[src/rtl/md_iter_pkg.sv]
// Shared opcodes, state encodings and iteration count for the iterative multiply/divide engine.
package md_iter_pkg;

    typedef enum logic [1:0] {
        MD_MULT  = 2'b00,
        MD_MULTU = 2'b01,
        MD_DIV   = 2'b10,
        MD_DIVU  = 2'b11
    } md_op_e;

    typedef enum logic [1:0] {
        MD_IDLE = 2'd0,
        MD_RUN  = 2'd1,
        MD_FIX  = 2'd2
    } md_state_e;

    localparam int MD_ITER  = 32;
    localparam int MD_CNT_W = $clog2(MD_ITER);

    function automatic logic is_div(input md_op_e o);
        return o[1];
    endfunction

    // Opcodes with bit0 clear (mult, div) operate on two's-complement operands.
    function automatic logic is_signed_op(input logic [1:0] o);
        return ~o[0];
    endfunction

endpackage

[src/rtl/md_iter_core.sv]
// Iterative 32-bit multiply/divide: shift-add multiply, restoring divide, one bit per cycle,
// followed by a single sign-fixup cycle that publishes hi/lo and pulses done.
module md_iter_core
    import md_iter_pkg::*;
#(
    parameter int WIDTH = 32
) (
    input  logic             clk,
    input  logic             reset,
    input  logic             start,
    input  logic [1:0]       op,
    input  logic [WIDTH-1:0] a,
    input  logic [WIDTH-1:0] b,
    output logic             busy,
    output logic             done,
    output logic [WIDTH-1:0] hi,
    output logic [WIDTH-1:0] lo
);

    localparam int W2 = 2 * WIDTH;

    md_state_e           state;
    md_state_e           state_n;
    logic [MD_CNT_W-1:0] cnt;
    md_op_e              op_r;
    logic                sa;
    logic                sb;
    logic [WIDTH-1:0]    mcand;
    logic [WIDTH-1:0]    mq;
    logic [WIDTH-1:0]    a_raw;
    logic [W2-1:0]       acc;

    logic                accept;
    logic                last;
    logic [WIDTH:0]      mul_sum;
    logic [WIDTH:0]      div_sh;
    logic [WIDTH+1:0]    div_trial;
    logic [W2-1:0]       prod_fix;
    logic [WIDTH-1:0]    quo_fix;
    logic [WIDTH-1:0]    rem_fix;
    logic [WIDTH-1:0]    hi_n;
    logic [WIDTH-1:0]    lo_n;

    // |0x80000000| stays 2^31 because the result is read back as unsigned.
    function automatic logic [WIDTH-1:0] mag(input logic signed [WIDTH-1:0] v);
        logic signed [WIDTH-1:0] n;
        n = -v;
        return v[WIDTH-1] ? $unsigned(n) : $unsigned(v);
    endfunction

    assign accept = (state == MD_IDLE) && start;
    assign last   = (cnt == MD_CNT_W'(MD_ITER - 1));

    always_comb begin
        state_n = state;
        unique case (state)
            MD_IDLE: if (start) state_n = MD_RUN;
            MD_RUN:  if (last)  state_n = MD_FIX;
            MD_FIX:  state_n = MD_IDLE;
            default: state_n = MD_IDLE;
        endcase
    end

    always_ff @(posedge clk) begin
        if (reset) begin
            state <= MD_IDLE;
            busy  <= 1'b0;
            done  <= 1'b0;
            cnt   <= '0;
        end else begin
            state <= state_n;
            busy  <= (state_n != MD_IDLE);
            done  <= (state == MD_FIX);
            if (accept)
                cnt <= '0;
            else if (state == MD_RUN)
                cnt <= cnt + MD_CNT_W'(1);
        end
    end

    // One iteration step: mq holds the multiplier (low product bits shift in behind it)
    // or the dividend/quotient; acc[W2-1:WIDTH] is the running high product or remainder.
    always_comb begin
        mul_sum   = {1'b0, acc[W2-1:WIDTH]} + (mq[0] ? {1'b0, mcand} : {(WIDTH+1){1'b0}});
        div_sh    = {acc[W2-1:WIDTH], mq[WIDTH-1]};
        div_trial = {1'b0, div_sh} - {2'b00, mcand};
    end

    always_comb begin
        prod_fix = (sa ^ sb) ? -acc : acc;
        quo_fix  = (sa ^ sb) ? -mq : mq;
        rem_fix  = sa ? -acc[W2-1:WIDTH] : acc[W2-1:WIDTH];
        hi_n     = prod_fix[W2-1:WIDTH];
        lo_n     = prod_fix[WIDTH-1:0];
        if (is_div(op_r)) begin
            if (mcand == '0) begin
                hi_n = a_raw;
                lo_n = '1;
            end else begin
                hi_n = rem_fix;
                lo_n = quo_fix;
            end
        end
    end

    always_ff @(posedge clk) begin
        if (reset) begin
            op_r  <= MD_MULT;
            sa    <= 1'b0;
            sb    <= 1'b0;
            mcand <= '0;
            mq    <= '0;
            a_raw <= '0;
            acc   <= '0;
            hi    <= '0;
            lo    <= '0;
        end else if (accept) begin
            // Multiply is commutative, so a sits in mq for both op classes.
            op_r  <= md_op_e'(op);
            sa    <= is_signed_op(op) & a[WIDTH-1];
            sb    <= is_signed_op(op) & b[WIDTH-1];
            mq    <= is_signed_op(op) ? mag(a) : a;
            mcand <= is_signed_op(op) ? mag(b) : b;
            a_raw <= a;
            acc   <= '0;
        end else if (state == MD_RUN) begin
            if (!is_div(op_r)) begin
                acc <= {mul_sum, acc[WIDTH-1:1]};
                mq  <= {acc[0], mq[WIDTH-1:1]};
            end else if (!div_trial[WIDTH+1]) begin
                acc[W2-1:WIDTH] <= div_trial[WIDTH-1:0];
                mq              <= {mq[WIDTH-2:0], 1'b1};
            end else begin
                acc[W2-1:WIDTH] <= div_sh[WIDTH-1:0];
                mq              <= {mq[WIDTH-2:0], 1'b0};
            end
        end else if (state == MD_FIX) begin
            hi <= hi_n;
            lo <= lo_n;
        end
    end

endmodule

[config.mk]
export PLATFORM = sky130hd
export DESIGN_NAME = md_iter_core
export DESIGN_NICKNAME = d
export VERILOG_FILES = /design/src/rtl/md_iter_pkg.sv /design/src/rtl/md_iter_core.sv
export SDC_FILE = /design/constraint.sdc
export NUM_CORES = 1
export LEC_CHECK = 0
export CORE_UTILIZATION = 35
export DETAILED_ROUTE_END_ITERATION = 10
export PLACE_DENSITY_LB_ADDON = 0.1
export SYNTH_ARGS = -nofsm -noshare
export SYNTH_HDL_FRONTEND = slang
export SYNTH_SLANG_ARGS = --single-unit
[constraint.sdc]
create_clock -name clk -period 4.57 [get_ports clk]
set_clock_uncertainty 0.15 [all_clocks]
set_input_delay 0.914 -clock clk [delete_from_list [all_inputs] [get_ports clk]]
set_output_delay 0.914 -clock clk [all_outputs]
set_load 0.03 [all_outputs]
==> impl_metrics.yaml, run 1 <==
die:
  fp.coreArea_mm2: 0.0492
  die_h_um: 226
  die_w_um: 226
  die_area_mm2: 0.0510
  rows: 81
  io_pins: 135
  initial_utilization_pct: 35.7
cells_and_area:
  area_delta_synth_final_pct: 16.3
  n_antenna_cell: 0
  fin_nets: 2606
  final_util_pct: 41.5
  final_layout_size_suffix_gt1_share_pct: 5.80
sta:
  rsz0062_at_grt: "false"
  fmax_ghz: 0.236
  hold_ws_ns: 0.302
  setup_viol: 0
  worstMarginPinSlew_ns: 1.08
  worst_slack_ns: 0.325
  maxSlewHeadroom_pct: 27.9
  finalMaxSlewViolations: 0
  finalSetupTns_ns: 0
  hold_violations: 0
  layout_min_cycle_time_ns: 4.25
  fin_crit_sh_pct: 92.9
yosys:
  synth_edf_count: 0
  async_flop_share_pct: 0
  synthTopCellsByArea: "dfxtp_1 27%, a21oi_1 8.0%, nand2_1 7.8%"
  synthTopCellsByCount: "365 x nand2_1, 281 x a21oi_1, 268 x nor2_1, 236 x dfxtp_1, 160 x clkbuf_1"
  syn_area_mm2: 0.0175
  syn_inst: 2433
  ys_types: 81
  ys_ff_latch: 236
  ys_seq_area_share_pct: 27.0
  yosys_warnings: 0
  synth_fp_nets: 2575
  synth_area_per_cell_um2: 7.20
  yosysMostFrequentCell: "nand2_1"
  synth.largest_area_cell: "dfxtp_1"
  yosys.area.top_type_share_pct: 27.0
  synthFlopType: "dfxtp_1"
power:
  vdd_drop_max_mv: 0.297
  p_leak_nw: 7.75
  powerDensity_mw_per_mm2: 313
min_path:
  holdCritStartpoint: "hi[0]$_SDFFE_PP0P_"
  min_path_cells: 2
  min_path_type: "flip-flop to flip-flop"
  min_to: "hi[0]$_SDFFE_PP0P_"
global_route:
  grt_overflow_total: 0
  antenna_found_initial: 2
  grt_pass1_wl_um: 101000
  grt_usage_pct: 25.9
  grt_max_degree: 96
  first_global_vias: 16400
clocking:
  clkSinkCount: 236
  worst_skew_pair.late_latency_ns: 0.59
  cts_max_level: 1
  ctsHoldBuffers: 0
  cts_root_buf: "clkbuf_16"
  cts_tree: "built"
  clk_path_buf_depth: 3
  cts.repair.resized: 0
  clkTransAtPathRegs_ns: 0.06
  cts_buffers: 30
  cts_setup_buffers: 0
setup_path:
  worstSetupPathType: "flip-flop to flip-flop"
  r2r_start: "mcand[8]$_SDFFE_PP0P_"
  crit_fanout: 21
  end_kind: "flip-flop"
  worstPathRequired_ns: 4.87
  cp-start-kind: "flip-flop"
  worstReg2RegEnd: "acc[38]$_SDFFE_PP0P_"
  arrival_ns: 4.54
  rrSetupSlack_ns: 0.32
  r2r_cells: 13
route:
  vias: 17600
  via_per_inst: 5.60
  drt_wl_total_um: 66900
  drt_first_pass_iters: 5
  drt.antenna.violating_nets: 0
  drc: 0
  wl_per_cell_um: 21.3
  drt_iter0_drc: 1497
place:
  port_buffers: 134
  dp_slack_ns: 0.432
  dpl.hpwl_um: 50100
  gp_congestion: 0.934
outcome:
  status: "finished clean"
run:
  maxCapViolations: 0
-- routing by layer --
metal	GRT usage (%)	up-vias	share of wire, %	routed length, um
met3	6.44	78	7.8	5190
met2	37.0	529	41	27100
li1	-	8654	-	-
met4	5.44	4	1.9	1300
met5	0	-	0.040	27
met1	38.5	8345	50	33200
-- layout make-up --
cell class	instances	area (um^2)
Sequential cell	236	4730
Clock buffer	39	846
Fill cell	5133	28800
Clock inverter	12	125
Inverter	65	244
Multi-Input combinational cell	1951	11900
Timing Repair Buffer	180	1690
Tap cell	664	831
-- state kept, by name (all words and copies together) (netlist names) --
name / count
acc: 64
a_raw: 32
hi: 32
lo: 32
mcand: 32
mq: 32
cnt: 5
state: 2
busy: 1
done: 1
op_r: 1
sa: 1
sb: 1
-- metrics by stage --
stage          total power, mW  area (um^2)  cells
5_1_grt                   6.68        20400   3147
6_report                  6.38        20400   3147
3_5_place_dp              4.01        19400   3096
3_3_place_gp              4.02        19400   3096
2_1_floorplan             3.45        17500   2433
4_1_cts                   6.41        20400   3147
-- power breakdown --
| group | switching [mW] | leakage, nW | total, mW | internal, mW |
|---|---|---|---|---|
| logic | 1.08 | 5.35 | 1.70 | 0.629 |
| registers | 0.150 | 1.92 | 2.29 | 2.14 |
| clock network | 0.983 | 0.472 | 2.39 | 1.40 |
-- critical path, cell delays in order (launching register included) --
cell and delay (ns):
dfxtp_1 0.46, inv_1 0.12, ha_1 0.38, nand2_1 0.06, o21ai_0 0.34, a31oi_1 0.17
a2111oi_1 0.86, o211ai_1 0.28, o211ai_4 0.36, buf_4 0.37, mux2i_1 0.24, a21oi_1 0.09
a21oi_1 0.16, nor2_1 0.05
-- how the worst max path moves through the flow --
| stage | from | endpoint | slack [ns] | cells past startpoint |
|---|---|---|---|---|
| 2_1_floorplan | mq[0]$_SDFFE_PP0P_ | acc[51]$_SDFFE_PP0P_ | 1.14 | 13 |
| 3_3_place_gp | b[2] | mcand[20]$_SDFFE_PP0P_ | 0.51 | 9 |
| 3_5_place_dp | mcand[8]$_SDFFE_PP0P_ | acc[38]$_SDFFE_PP0P_ | 0.43 | 13 |
| 4_1_cts | mcand[8]$_SDFFE_PP0P_ | acc[38]$_SDFFE_PP0P_ | 0.43 | 13 |
| 5_1_grt | mq[0]$_SDFFE_PP0P_ | acc[60]$_SDFFE_PP0P_ | 0.19 | 14 |
| 6_report | mcand[8]$_SDFFE_PP0P_ | acc[38]$_SDFFE_PP0P_ | 0.32 | 13 |
-- cells by family (layout without fill, tap and decap cells) --
logic type	count (synthesis)	count (layout)	share of synthesized area, %
AOI/OAI and AO/OA	725	725	25.7
xor gates and xnor gates	231	231	11.5
adders and majority gates	73	73	5.30
buffers and inverters	246	296	5.39
DFF	236	236	27.0
muxes	38	38	2.17
and+or+nand+nor	884	884	22.9
-- cell usage in the layout (no fill, tap or decap), types with 55 or more instances in the layout --
master,n
o211ai_1,74
dfxtp_1,235
o21ai_0,130
nor2_1,265
xor2_1,114
nand2_1,364
a211oi_1,60
clkdlybuf4s50_1,133
inv_1,65
xnor2_1,115
ha_1,71
nor3_1,55
a21oi_1,281
Power figures use the tool's default switching activity.
==> inputs of run 2 (changes only) <==
- CTS_BUF_LIST: default -> sky130_fd_sc_hd__clkbuf_16
- HOLD_SLACK_MARGIN: default -> 0.06
==> impl_metrics.yaml, run 2 (same netlist as run 1, synthesis figures left out) <==
clocking:
  worst_skew_pair.late_latency_ns: 0.59
  clkTransAtPathRegs_ns: 0.06
  cts_max_level: 1
  cts.repair.resized: 0
  cts_tree: "built"
  ctsHoldBuffers: 0
  clk_path_buf_depth: 3
  cts_root_buf: "clkbuf_16"
  cts_setup_buffers: 0
  cts_buffers: 30
  clkSinkCount: 236
setup_path:
  cp-start-kind: "flip-flop"
  slowest_delay_ns: 0.84
  r2r_start: "mcand[8]$_SDFFE_PP0P_"
  worstPathRequired_ns: 4.87
  crit_family: "compound AO/OA/AOI/OAI gates"
  cp.buffers_inverters: 2
  crit_chain: "inv_1 -> ha_1 -> nand2_1 -> o21ai_0 -> a31oi_1 -> a2111oi_1 -> o211ai_1 -> o211ai_4 -> buf_4 -> mux2i_1 -> a21oi_1 -> a21oi_1 -> nor2_1"
  end_kind: "flip-flop"
  crit_fanout: 21
  worstReg2RegEnd: "acc[38]$_SDFFE_PP0P_"
  worstSetupPathType: "flip-flop to flip-flop"
  r2r_cells: 13
  rrSetupSlack_ns: 0.36
  crit_slowest_cell: "a2111oi_1"
  arrival_ns: 4.51
  cpMostUsedCell: "a21oi_1"
route:
  wl_met2_um: 27200
  via_per_inst: 5.59
  routed.top_layer: "met5"
  drt_wl_total_um: 66900
  drt_iter0_drc: 1507
  vias: 17600
  drc: 0
  wl_met3_um: 5310
  drt.antenna.violating_nets: 0
  wl_per_cell_um: 21.2
  met1_length_um: 33000
  drt_first_pass_iters: 7
cells_and_area:
  instances_no_fill: 3147
  mostFrequentLayoutCell: "nand2_1"
  final_cell_mix: "364 x nand2_1, 281 x a21oi_1, 265 x nor2_1"
  fillCellCount: 5137
  regArea_mm2: 0.00473
  regMostFlops: "acc"
  largest_reg_flops: 64
  area_delta_synth_final_pct: 16.1
  fin_nets: 2606
  n_antenna_cell: 0
  multiInputGateArea_mm2: 0.0119
  final_layout_size_suffix_gt1_share_pct: 5.64
sta:
  hold_violations: 0
  maxSlewHeadroom_pct: 28.4
  fin_crit_sh_pct: 92.2
  finalSetupTns_ns: 0
  layout_min_cycle_time_ns: 4.21
  rsz0062_at_grt: "false"
  finalMaxSlewViolations: 0
  setup_viol: 0
  worstMarginPinSlew_ns: 1.07
  worst_slack_ns: 0.356
  fmax_ghz: 0.237
power:
  vdd_drop_max_mv: 0.297
  powerDensity_mw_per_mm2: 310
  power_mw: 6.30
  p_leak_nw: 7.74
die:
  die_area_mm2: 0.0510
  die_h_um: 226
  io_pins: 135
  die_w_um: 226
  fp.coreArea_mm2: 0.0492
  rows: 81
  initial_utilization_pct: 35.7
place:
  port_buffers: 134
  dp.cells: 3096
  dp_slack_ns: 0.432
  dpl.hpwl_um: 50100
  gp_congestion: 0.934
global_route:
  first_global_vias: 16400
  grt_pass1_wl_um: 101000
  grt_max_degree: 96
  grt_overflow_total: 0
  grt_usage_pct: 25.9
  antenna_found_initial: 2
outcome:
  status: "finished clean"
min_path:
  min_path_cells: 2
  holdCritStartpoint: "hi[0]$_SDFFE_PP0P_"
  min_to: "hi[0]$_SDFFE_PP0P_"
  min_path_type: "flip-flop to flip-flop"
run:
  maxCapViolations: 0
[run 2: cell count changes in the layout (fill, tap and decap cells not counted)]
cell and change:
inv_1 +4, clkbuf_1 -4, clkbuf_8 -4, clkinv_1 +4
[run 2: final cells by class]
class / instances / share of cell area (%)
clock inverters: 20 / 0.763
repair buffers: 180 / 8.30
clock buffers: 31 / 3.81
well taps: 664 / 4.08
multi-input cells: 1951 / 58.6
inverters: 65 / 1.20
flip-flops and latches: 236 / 23.2
[run 2: metrics by stage]
step                      cell area, um^2  utilization (%)  hold slack (ns)
final                               20300             41.4            0.302
after global routing                20300             41.4            0.321
after CTS                           20300             41.4            0.305
after detailed placement            19400             39.5            0.297
after global placement              19400             39.5            0.295
after floorplan                     17500                -            0.283
[run 2: power by group]
part	internal, mW	leakage [nW]	switching, mW
Combinational	0.629	5.35	1.08
Sequential	2.14	1.92	0.150
Clock	1.33	0.466	0.977
Total	4.10	7.74	2.20
[run 2: worst min-delay path: cells and delay by family (launching register included)]
family          cells  cell delay [ns]
compound gates      1             0.05
simple gates        1             0.05
flops               1             0.31
[run 2: worst max path at each step]
| stage | endpoint | depth (start not counted) | start | slack [ns] |
|---|---|---|---|---|
| 2_1_floorplan | acc[51]$_SDFFE_PP0P_ | 13 | mq[0]$_SDFFE_PP0P_ | 1.14 |
| 3_3_place_gp | mcand[20]$_SDFFE_PP0P_ | 9 | b[2] | 0.51 |
| 3_5_place_dp | acc[38]$_SDFFE_PP0P_ | 13 | mcand[8]$_SDFFE_PP0P_ | 0.43 |
| 4_1_cts | acc[38]$_SDFFE_PP0P_ | 13 | mcand[8]$_SDFFE_PP0P_ | 0.43 |
| 5_1_grt | acc[60]$_SDFFE_PP0P_ | 14 | mq[0]$_SDFFE_PP0P_ | 0.19 |
| 6_report | acc[38]$_SDFFE_PP0P_ | 13 | mcand[8]$_SDFFE_PP0P_ | 0.36 |
[run 2: routing by layer]
layer / up-vias / GRT usage, %
met3: 78 / 6.44
li1: 8655 / -
met2: 532 / 37.0
met1: 8330 / 38.5
met4: 4 / 5.44
met5: - / 0
